===== src/rtl/uart_boot_loader.sv =====
// UART-fed program loader: parses an addr/len header, streams payload bytes out as
// single-cycle memory writes, and holds the CPU in reset until the load is finished.
module uart_boot_loader #(
    parameter int CLKS_PER_BIT = 104
) (
    input  logic       clk,
    input  logic       rst,
    input  logic       rx,
    output logic [7:0] ld_addr_l,
    output logic [7:0] ld_addr_h,
    output logic [7:0] ld_data,
    output logic       ld_we,
    output logic       cpu_hold,
    output logic       done,
    output logic       frame_err
);

    localparam logic [15:0] BIT_LAST  = 16'(CLKS_PER_BIT - 1);
    localparam logic [15:0] HALF_LAST = 16'((CLKS_PER_BIT / 2) - 1);

    typedef enum logic [1:0] {
        RX_IDLE,
        RX_START,
        RX_DATA,
        RX_STOP
    } rxState_t;

    typedef enum logic [2:0] {
        LD_ADDR_L,
        LD_ADDR_H,
        LD_LEN_L,
        LD_LEN_H,
        LD_DATA,
        LD_DONE
    } ldState_t;

    logic        rxMeta_q;
    logic        rxSync_q;
    logic        rxPrev_q;

    rxState_t    rxState_q;
    logic [15:0] bitCnt_q;
    logic [2:0]  bitIdx_q;
    logic [7:0]  shift_q;
    logic        byteValid_q;
    logic        frameErr_q;

    ldState_t    ldState_q;
    logic [15:0] addr_q;
    logic [15:0] remain_q;
    logic [7:0]  ldAddrL_q;
    logic [7:0]  ldAddrH_q;
    logic [7:0]  ldData_q;
    logic        ldWe_q;
    logic        cpuHold_q;
    logic        done_q;

    logic [15:0] addrInc_d;
    logic [15:0] remainDec_d;
    logic [15:0] lenFull_d;

    // rxPrev_q tracks the synchronized line so a start edge needs a real 1->0 transition.
    always_ff @(posedge clk or posedge rst) begin
        if (rst) begin
            rxMeta_q <= 1'b1;
            rxSync_q <= 1'b1;
            rxPrev_q <= 1'b1;
        end else begin
            rxMeta_q <= rx;
            rxSync_q <= rxMeta_q;
            rxPrev_q <= rxSync_q;
        end
    end

    always_ff @(posedge clk or posedge rst) begin
        if (rst) begin
            rxState_q   <= RX_IDLE;
            bitCnt_q    <= '0;
            bitIdx_q    <= '0;
            shift_q     <= '0;
            byteValid_q <= 1'b0;
            frameErr_q  <= 1'b0;
        end else begin
            byteValid_q <= 1'b0;
            case (rxState_q)
                RX_IDLE: begin
                    if (rxPrev_q && !rxSync_q) begin
                        rxState_q <= RX_START;
                        bitCnt_q  <= '0;
                        bitIdx_q  <= '0;
                    end
                end
                RX_START: begin
                    if (bitCnt_q == HALF_LAST) begin
                        bitCnt_q  <= '0;
                        rxState_q <= rxSync_q ? RX_IDLE : RX_DATA;
                    end else begin
                        bitCnt_q <= bitCnt_q + 16'd1;
                    end
                end
                RX_DATA: begin
                    if (bitCnt_q == BIT_LAST) begin
                        bitCnt_q <= '0;
                        shift_q  <= {rxSync_q, shift_q[7:1]};
                        bitIdx_q <= bitIdx_q + 3'd1;
                        if (bitIdx_q == 3'd7) begin
                            rxState_q <= RX_STOP;
                        end
                    end else begin
                        bitCnt_q <= bitCnt_q + 16'd1;
                    end
                end
                RX_STOP: begin
                    if (bitCnt_q == BIT_LAST) begin
                        bitCnt_q  <= '0;
                        rxState_q <= RX_IDLE;
                        if (rxSync_q) begin
                            byteValid_q <= 1'b1;
                        end else begin
                            frameErr_q <= 1'b1;
                        end
                    end else begin
                        bitCnt_q <= bitCnt_q + 16'd1;
                    end
                end
                default: rxState_q <= RX_IDLE;
            endcase
        end
    end

    always_comb begin
        addrInc_d   = addr_q + 16'd1;
        remainDec_d = remain_q - 16'd1;
        lenFull_d   = {shift_q, remain_q[7:0]};
    end

    // The address/count update is deferred to the strobe cycle so outputs stay stable while ld_we is high.
    always_ff @(posedge clk or posedge rst) begin
        if (rst) begin
            ldState_q <= LD_ADDR_L;
            addr_q    <= '0;
            remain_q  <= '0;
            ldAddrL_q <= '0;
            ldAddrH_q <= '0;
            ldData_q  <= '0;
            ldWe_q    <= 1'b0;
            cpuHold_q <= 1'b1;
            done_q    <= 1'b0;
        end else begin
            ldWe_q <= 1'b0;
            case (ldState_q)
                LD_ADDR_L: begin
                    if (byteValid_q) begin
                        addr_q[7:0] <= shift_q;
                        ldState_q   <= LD_ADDR_H;
                    end
                end
                LD_ADDR_H: begin
                    if (byteValid_q) begin
                        addr_q[15:8] <= shift_q;
                        ldState_q    <= LD_LEN_L;
                    end
                end
                LD_LEN_L: begin
                    if (byteValid_q) begin
                        remain_q[7:0] <= shift_q;
                        ldState_q     <= LD_LEN_H;
                    end
                end
                LD_LEN_H: begin
                    if (byteValid_q) begin
                        remain_q <= lenFull_d;
                        if (lenFull_d == 16'd0) begin
                            ldState_q <= LD_DONE;
                            done_q    <= 1'b1;
                            cpuHold_q <= 1'b0;
                        end else begin
                            ldState_q <= LD_DATA;
                        end
                    end
                end
                LD_DATA: begin
                    if (ldWe_q) begin
                        addr_q   <= addrInc_d;
                        remain_q <= remainDec_d;
                        if (remain_q == 16'd1) begin
                            ldState_q <= LD_DONE;
                            done_q    <= 1'b1;
                            cpuHold_q <= 1'b0;
                        end
                    end else if (byteValid_q) begin
                        ldWe_q    <= 1'b1;
                        ldData_q  <= shift_q;
                        ldAddrL_q <= addr_q[7:0];
                        ldAddrH_q <= addr_q[15:8];
                    end
                end
                LD_DONE: begin
                    done_q    <= 1'b1;
                    cpuHold_q <= 1'b0;
                end
                default: ldState_q <= LD_ADDR_L;
            endcase
        end
    end

    assign ld_addr_l = ldAddrL_q;
    assign ld_addr_h = ldAddrH_q;
    assign ld_data   = ldData_q;
    assign ld_we     = ldWe_q;
    assign cpu_hold  = cpuHold_q;
    assign done      = done_q;
    assign frame_err = frameErr_q;

endmodule


===== config.mk =====
export PLATFORM = sky130hd
export DESIGN_NAME = uart_boot_loader
export DESIGN_NICKNAME = d
export VERILOG_FILES = /design/src/rtl/uart_boot_loader.sv
export SDC_FILE = /design/constraint.sdc
export NUM_CORES = 1
export LEC_CHECK = 0
export ABC_AREA = 1
export CAP_MARGIN = 20
export CORE_ASPECT_RATIO = 2
export CORE_UTILIZATION = 50
export DETAILED_ROUTE_END_ITERATION = 16
export DONT_BUFFER_PORTS = 1
export GPL_ROUTABILITY_DRIVEN = 0
export PLACE_DENSITY = 0.79
export SLEW_MARGIN = 15
export SYNTH_ARGS = -nofsm -noshare
export SYNTH_HDL_FRONTEND = slang
export SYNTH_SLANG_ARGS = --single-unit
export TNS_END_PERCENT = 5

===== constraint.sdc =====
create_clock -name clk -period 2.9 [get_ports clk]
set_input_delay 0.435 -clock clk [delete_from_list [all_inputs] [get_ports clk]]
set_output_delay 0.435 -clock clk [all_outputs]
set_load 0.05 [all_outputs]

==> metrics <==
first-pass GRT wire length around 20000 µm; Clock Latency Late Sink 0.35 ns; Post-CTS Setup Bufs 0; Seq/Total Area, Yosys approximately 46%; Worst EP arrival 2.27 ns; Layout area overhead 8.02%; CTS tree done; status finished clean; Cell Pwr Density a little over 500 mW/mm²; fillers 938; Max Clk Rate 0.493 GHz; placed instance area between 0.005 and 0.006 mm²; Crit path required time 3.14 ns; Worst Max-Slew Pin Slew 0.657 ns; clock buffer depth 2; final antenna-violating net count 0; clk slew on worst S/H paths approximately 0.070 ns; Ant. Diodes 0; Synth Cell Area 0.00518 mm²; Num CTS Buffers 9; Tmin final about 2.0 ns; largest net degree at the start of global routing 46; slowest CP cell dfrtp_1; post-CTS sizing 0; biggest area consumer among synthesized cells dfrtp_1; CTS Sinks 96; IO Pins 31; Mean Syn Cell Area 7.38 µm²; CTS Hold Bufs 0; syn_nets roughly 710; final count of negative-setup-slack endpoints 0; drt total wl 12600 µm; post-DP HPWL 9450 µm; Pins Over Slew Limit 0; Die X 74.0 µm; endpoint type of the worst setup path flop; Setup crit start kind flop; DRC Markers 0; Crit Path Class reg -> reg; GR Util All Layers 24.8%; setup TNS 0 ns; Synth cell types 38; Synth area leaders dfrtp_1 (44%), nand2_1 (16%), inv_1 (6.2%); CTS H-tree lvls 3; R2R setup slack 0.87 ns; ratio of cells with drive above 1 in the final layout 6.06%; RSZ-0062 raised after global routing no; R2R depth 10; vias in the first global route 4479; row cnt 52; DR pass1 iterations 7; #FFs+latches synth 96; peak supply drop 436 µV; non-filler cells, final 845; Synth Instances ~700; Final #Nets 714; Post-synth ARST share 100%; setup ws final 0.871 ns; via count 4539; Final period util 70.0%; Hold WS 0.0167 ns; Root Buffer clkbuf_16; Crit Path Max Fanout 18; total grt overflow 0; hold crit path type in -> async; placed insts 829; P_leak 2.85 nW; Post-synth EDFFs 0; skew final between 0.009 and 0.01 ns; Core Area 0.0101 mm²; Chip Height 146 µm; Starting Density between 50% and 60%; R2R Path Start ldState_q[1]; Final Hold Fails 0; pre-CTS WS 0.904 ns; drt wl/cell 14.9 µm; Yosys top cell area share between 40% and 50%; CP max stage delay a little over 0.4 ns; Worst R2R End addr_q[9]; initial antenna violation count 0; final core utilization 55.5%; max-cap viol count 0; Port Buffers 0; Total Power 2.87 mW; top_reg_cell synth dfrtp_1; Starting DRT DRC Count roughly 390; Die ar. 0.0108 mm²; Synth Warn # 0; CP cell instances inv_2, nand2_2, nor2_4, nand2_4, nand3_1, inv_1, nand2_1, nand2_1, o21ai_0, inv_1; Final Instance Area roughly 0.0056 mm²; Rel. slew slack 56.1%; Vias per Instance 5.37
==> metal layers <==
metal | track usage, % | wire length, µm | vias to the layer above | share of wire, %
li1 | - | - | 2231 | -
met1 | 24.4 | 4480 | 2116 | 36
met2 | 43.8 | 6810 | 139 | 54
met3 | 4.64 | 425 | 53 | 3.4
met4 | 18.2 | 893 | 0 | 7.1
met5 | 0 | 0 | - | 0
==> Yosys cell counts (2+ instances only) <==
master	count
o22ai_1	2
nand2_1	215
dfstp_2	4
o21bai_1	2
ha_1	6
a31oi_1	6
o21ai_1	33
nand3b_1	2
nor2_1	82
xor2_1	10
buf_2	6
nand3_1	48
dfrtp_1	92
o21ai_0	45
o211ai_1	2
buf_6	4
a21oi_1	7
a21boi_1	7
nand2_4	2
nor3_1	11
o31ai_1	2
nor2_2	3
nand4_1	5
inv_2	5
nand2_2	3
inv_1	86
==> cells in the final DEF (no fill, tap or decap), drive strengths merged <==
cell type,netlist,final
o31ai,2,2
dfrtp,92,92
ha,6,6
clkinvlp,0,2
clkinv,0,1
nand2,220,220
a21oi,7,7
nand4,5,5
a22oi,1,1
buf,11,5
o21bai,2,2
clkbuf,2,9
o21ai,79,79
dfstp,4,4
a211oi,1,1
nand3,49,49
a31oi,6,6
xor2,10,10
nand3b,2,2
a21boi,7,7
nor2,87,87
and2,1,1
xnor2,1,1
o21a,1,1
o211ai,2,2
inv,91,95
o22ai,2,2
nor3,11,11
==> cell type report <==
class                   count  area [µm²]  share of cell area (%)
flip-flops and latches     96        2410                    43.0
multi-input cells         502        2340                    41.8
inverters                  91         345                    6.17
clock buffers               9         225                    4.03
well taps                 135         169                    3.02
clock inverters             7        58.8                    1.05
repair buffers              5        50.0                   0.894
==> power by group <==
part / switching [mW] / internal, mW
Combinational: 0.222 / 0.0803
Clock: 0.550 / 0.598
Sequential: 0.0417 / 1.38
==> flip-flops by register name (all words and copies together), names as in the netlist, 3 cells and up, named ones only <==
| signal | cells |
|---|---|
| ld_addr_h | 8 |
| bitCnt_q | 16 |
| ld_data | 8 |
| bitIdx_q | 3 |
| addr_q | 16 |
| shift_q | 8 |
| ld_addr_l | 8 |
| remain_q | 16 |
| ldState_q | 3 |
==> worst max-delay path by stage <==
stage	from	end	slack (ns)	depth (start not counted)
after detailed placement	ldState_q[1]	remain_q[5]	0.90	8
after CTS	ldState_q[1]	addr_q[10]	0.88	10
after floorplan	rst	async pin	1.33	1
after global placement	ldState_q[1]	addr_q[10]	0.97	10
after global routing	ldState_q[1]	addr_q[10]	0.64	10
final	ldState_q[1]	addr_q[9]	0.87	10
==> critical path: cells and delay by family (launching register included) <==
kind / cells / cell delay [ns]
simple gates: 6 / 1.12
compound gates: 1 / 0.07
flops: 1 / 0.41
buf+inv: 3 / 0.32
==> kinds of logic (layout without fill, tap and decap cells) <==
| family | count (synthesis) | after routing | synth area share [%] |
|---|---|---|---|
| xor gates and xnor gates | 11 | 11 | 1.86 |
| DFF | 96 | 96 | 46.5 |
| AOI/OAI and AO/OA | 110 | 110 | 11.7 |
| adders and majority gates | 6 | 6 | 1.45 |
| buffers and inverters | 104 | 112 | 8.36 |
| and+or+nand+nor | 375 | 375 | 30.2 |
Power figures use the tool's default switching activity.
==> edit: new RTL, same settings <==
Register the output `ld_addr_l` once more; this adds one clock of latency there. The other outputs are not delayed to match.
--- a/src/rtl/uart_boot_loader.sv
+++ b/src/rtl/uart_boot_loader.sv
@@ -204,7 +204,9 @@
         end
     end
 
-    assign ld_addr_l = ldAddrL_q;
+    always_ff @(posedge clk) begin
+        ld_addr_l <= ldAddrL_q;
+    end
     assign ld_addr_h = ldAddrH_q;
     assign ld_data   = ldData_q;
     assign ld_we     = ldWe_q;
Formal check against the unedited RTL: same outputs for any inputs over 10 cycles, from zero or initial values and one cycle with rst high; that may be too few to reach the edited logic, so the function may still have changed.
==> edit against the unedited design <==
Final area grew 5.5%. Setup slack lost 0.011 ns. Cell count grew 1.5%. Sequential power grew 8%. Wire length grew 3.1%. Critical path depth shrank 2. Die area grew 6.4%. Sequential cell count grew 8. Global-route usage shrank 0.31 points. Clock skew grew 0.0033 ns. Total power grew 6.5%. Area after synthesis grew 6.5%. Utilization grew 0.14 points.
==> edit: results (changes against the unedited design) <==
| Metric | Value |
|---|---|
| Status | completed |
| Synth area leaders | dfrtp_1, nand2_1, nor2_1 |
| Post-synth ARST share | 92.3% (-7.7 points) |
| Drt pass-1 iters | 6 (-1) |
| LEAKAGE | 2.92 nW (+2.5%) |
| Starting DRT DRC Count | 342 (-13%) |
| DR WL met3 | 525 µm (+24%) |
| Reg2reg end | ldState_q[0] |
| Synth unique cells | 40 (+5.3%) |
| Post-synthesis adder-cell area fraction | 1.36% (-0.088 points) |
| Diode count | 0 (unchanged) |
| Minimum clock period | 2.04 ns (+0.0113 ns) |
| Share of layout cells above drive strength 1 | 10.4% (+4.3 points) |
| Wirelength, routed | 13000 µm (+3.1%) |
| Drt via density | 5.55 (+3.3%) |
| VDD IR-drop max | 0.000339 V (-22%) |
| Largest regs | addr_q (16), bitCnt_q (16), remain_q (16) |
| Avg Cell Area, Syn | 7.73 µm² (+4.7%) |
| Reg-to-reg startpoint | ldState_q[0] |
| CP arrival | 2.29 ns (+0.02 ns) |
| Vias in the first global route | 4844 (+8.1%) |
| Fmax | 490 MHz (-0.55%) |
| Nets | 725 (+1.5%) |
| Post-place setup slack | 0.905 ns (+0.00120 ns) |
| First-pass GRT wire length | 21900 µm (+7.7%) |
| DR WL/cell | 15.2 µm (+1.5%) |
| DP Wirelength | 9680 µm (+2.4%) |
| Overall global routing resource usage | 24.5% (-0.31 points) |
| H-tree depth | 3 (unchanged) |
| Relative slew slack | 48.3% (-7.8 points) |
| Synthesized net count | 723 (+1.7%) |
| M1 wire length | 4640 µm (+3.5%) |
| Fillers | 976 (+4.1%) |
| Worst hold slack | 0.0658 ns (+0.0491 ns) |
| Critical Path Max Stage Delay | 0.47 ns (+0.06 ns) |
| Register area share after synthesis | 46.5% (+0.068 points) |
| WL met2 | 7260 µm (+6.7%) |
==> edit: changes by cell type after synthesis, moves of 8 or more <==
cell	change
o21ai_0	-10
o21ai_1	-14
dfxtp_1	+8
a21oi_1	+14
o21ai_2	+20
==> edit: report_power, final <==
group | total, mW | switching [mW] | internal, mW | leakage [nW]
clock network | 1.21 | 0.597 | 0.608 | 0.147
logic | 0.309 | 0.226 | 0.0835 | 1.39
registers | 1.54 | 0.0501 | 1.49 | 1.38
total | 3.06 | 0.873 | 2.18 | 2.92
==> edit: area by class of cell <==
class	count	share of cell area, %
well taps	137	2.90
flip-flops and latches	104	43.5
clock buffers	9	3.82
multi-input cells	513	42.6
clock inverters	7	1.23
inverters	84	5.45
repair buffers	4	0.509
==> edit: metal layers <==
| metal | GRT usage [%] | up-vias |
|---|---|---|
| met5 | 0 | - |
| met4 | 16.3 | 0 |
| met3 | 4.97 | 48 |
| met2 | 46.9 | 148 |
| met1 | 23.0 | 2265 |
| li1 | - | 2298 |
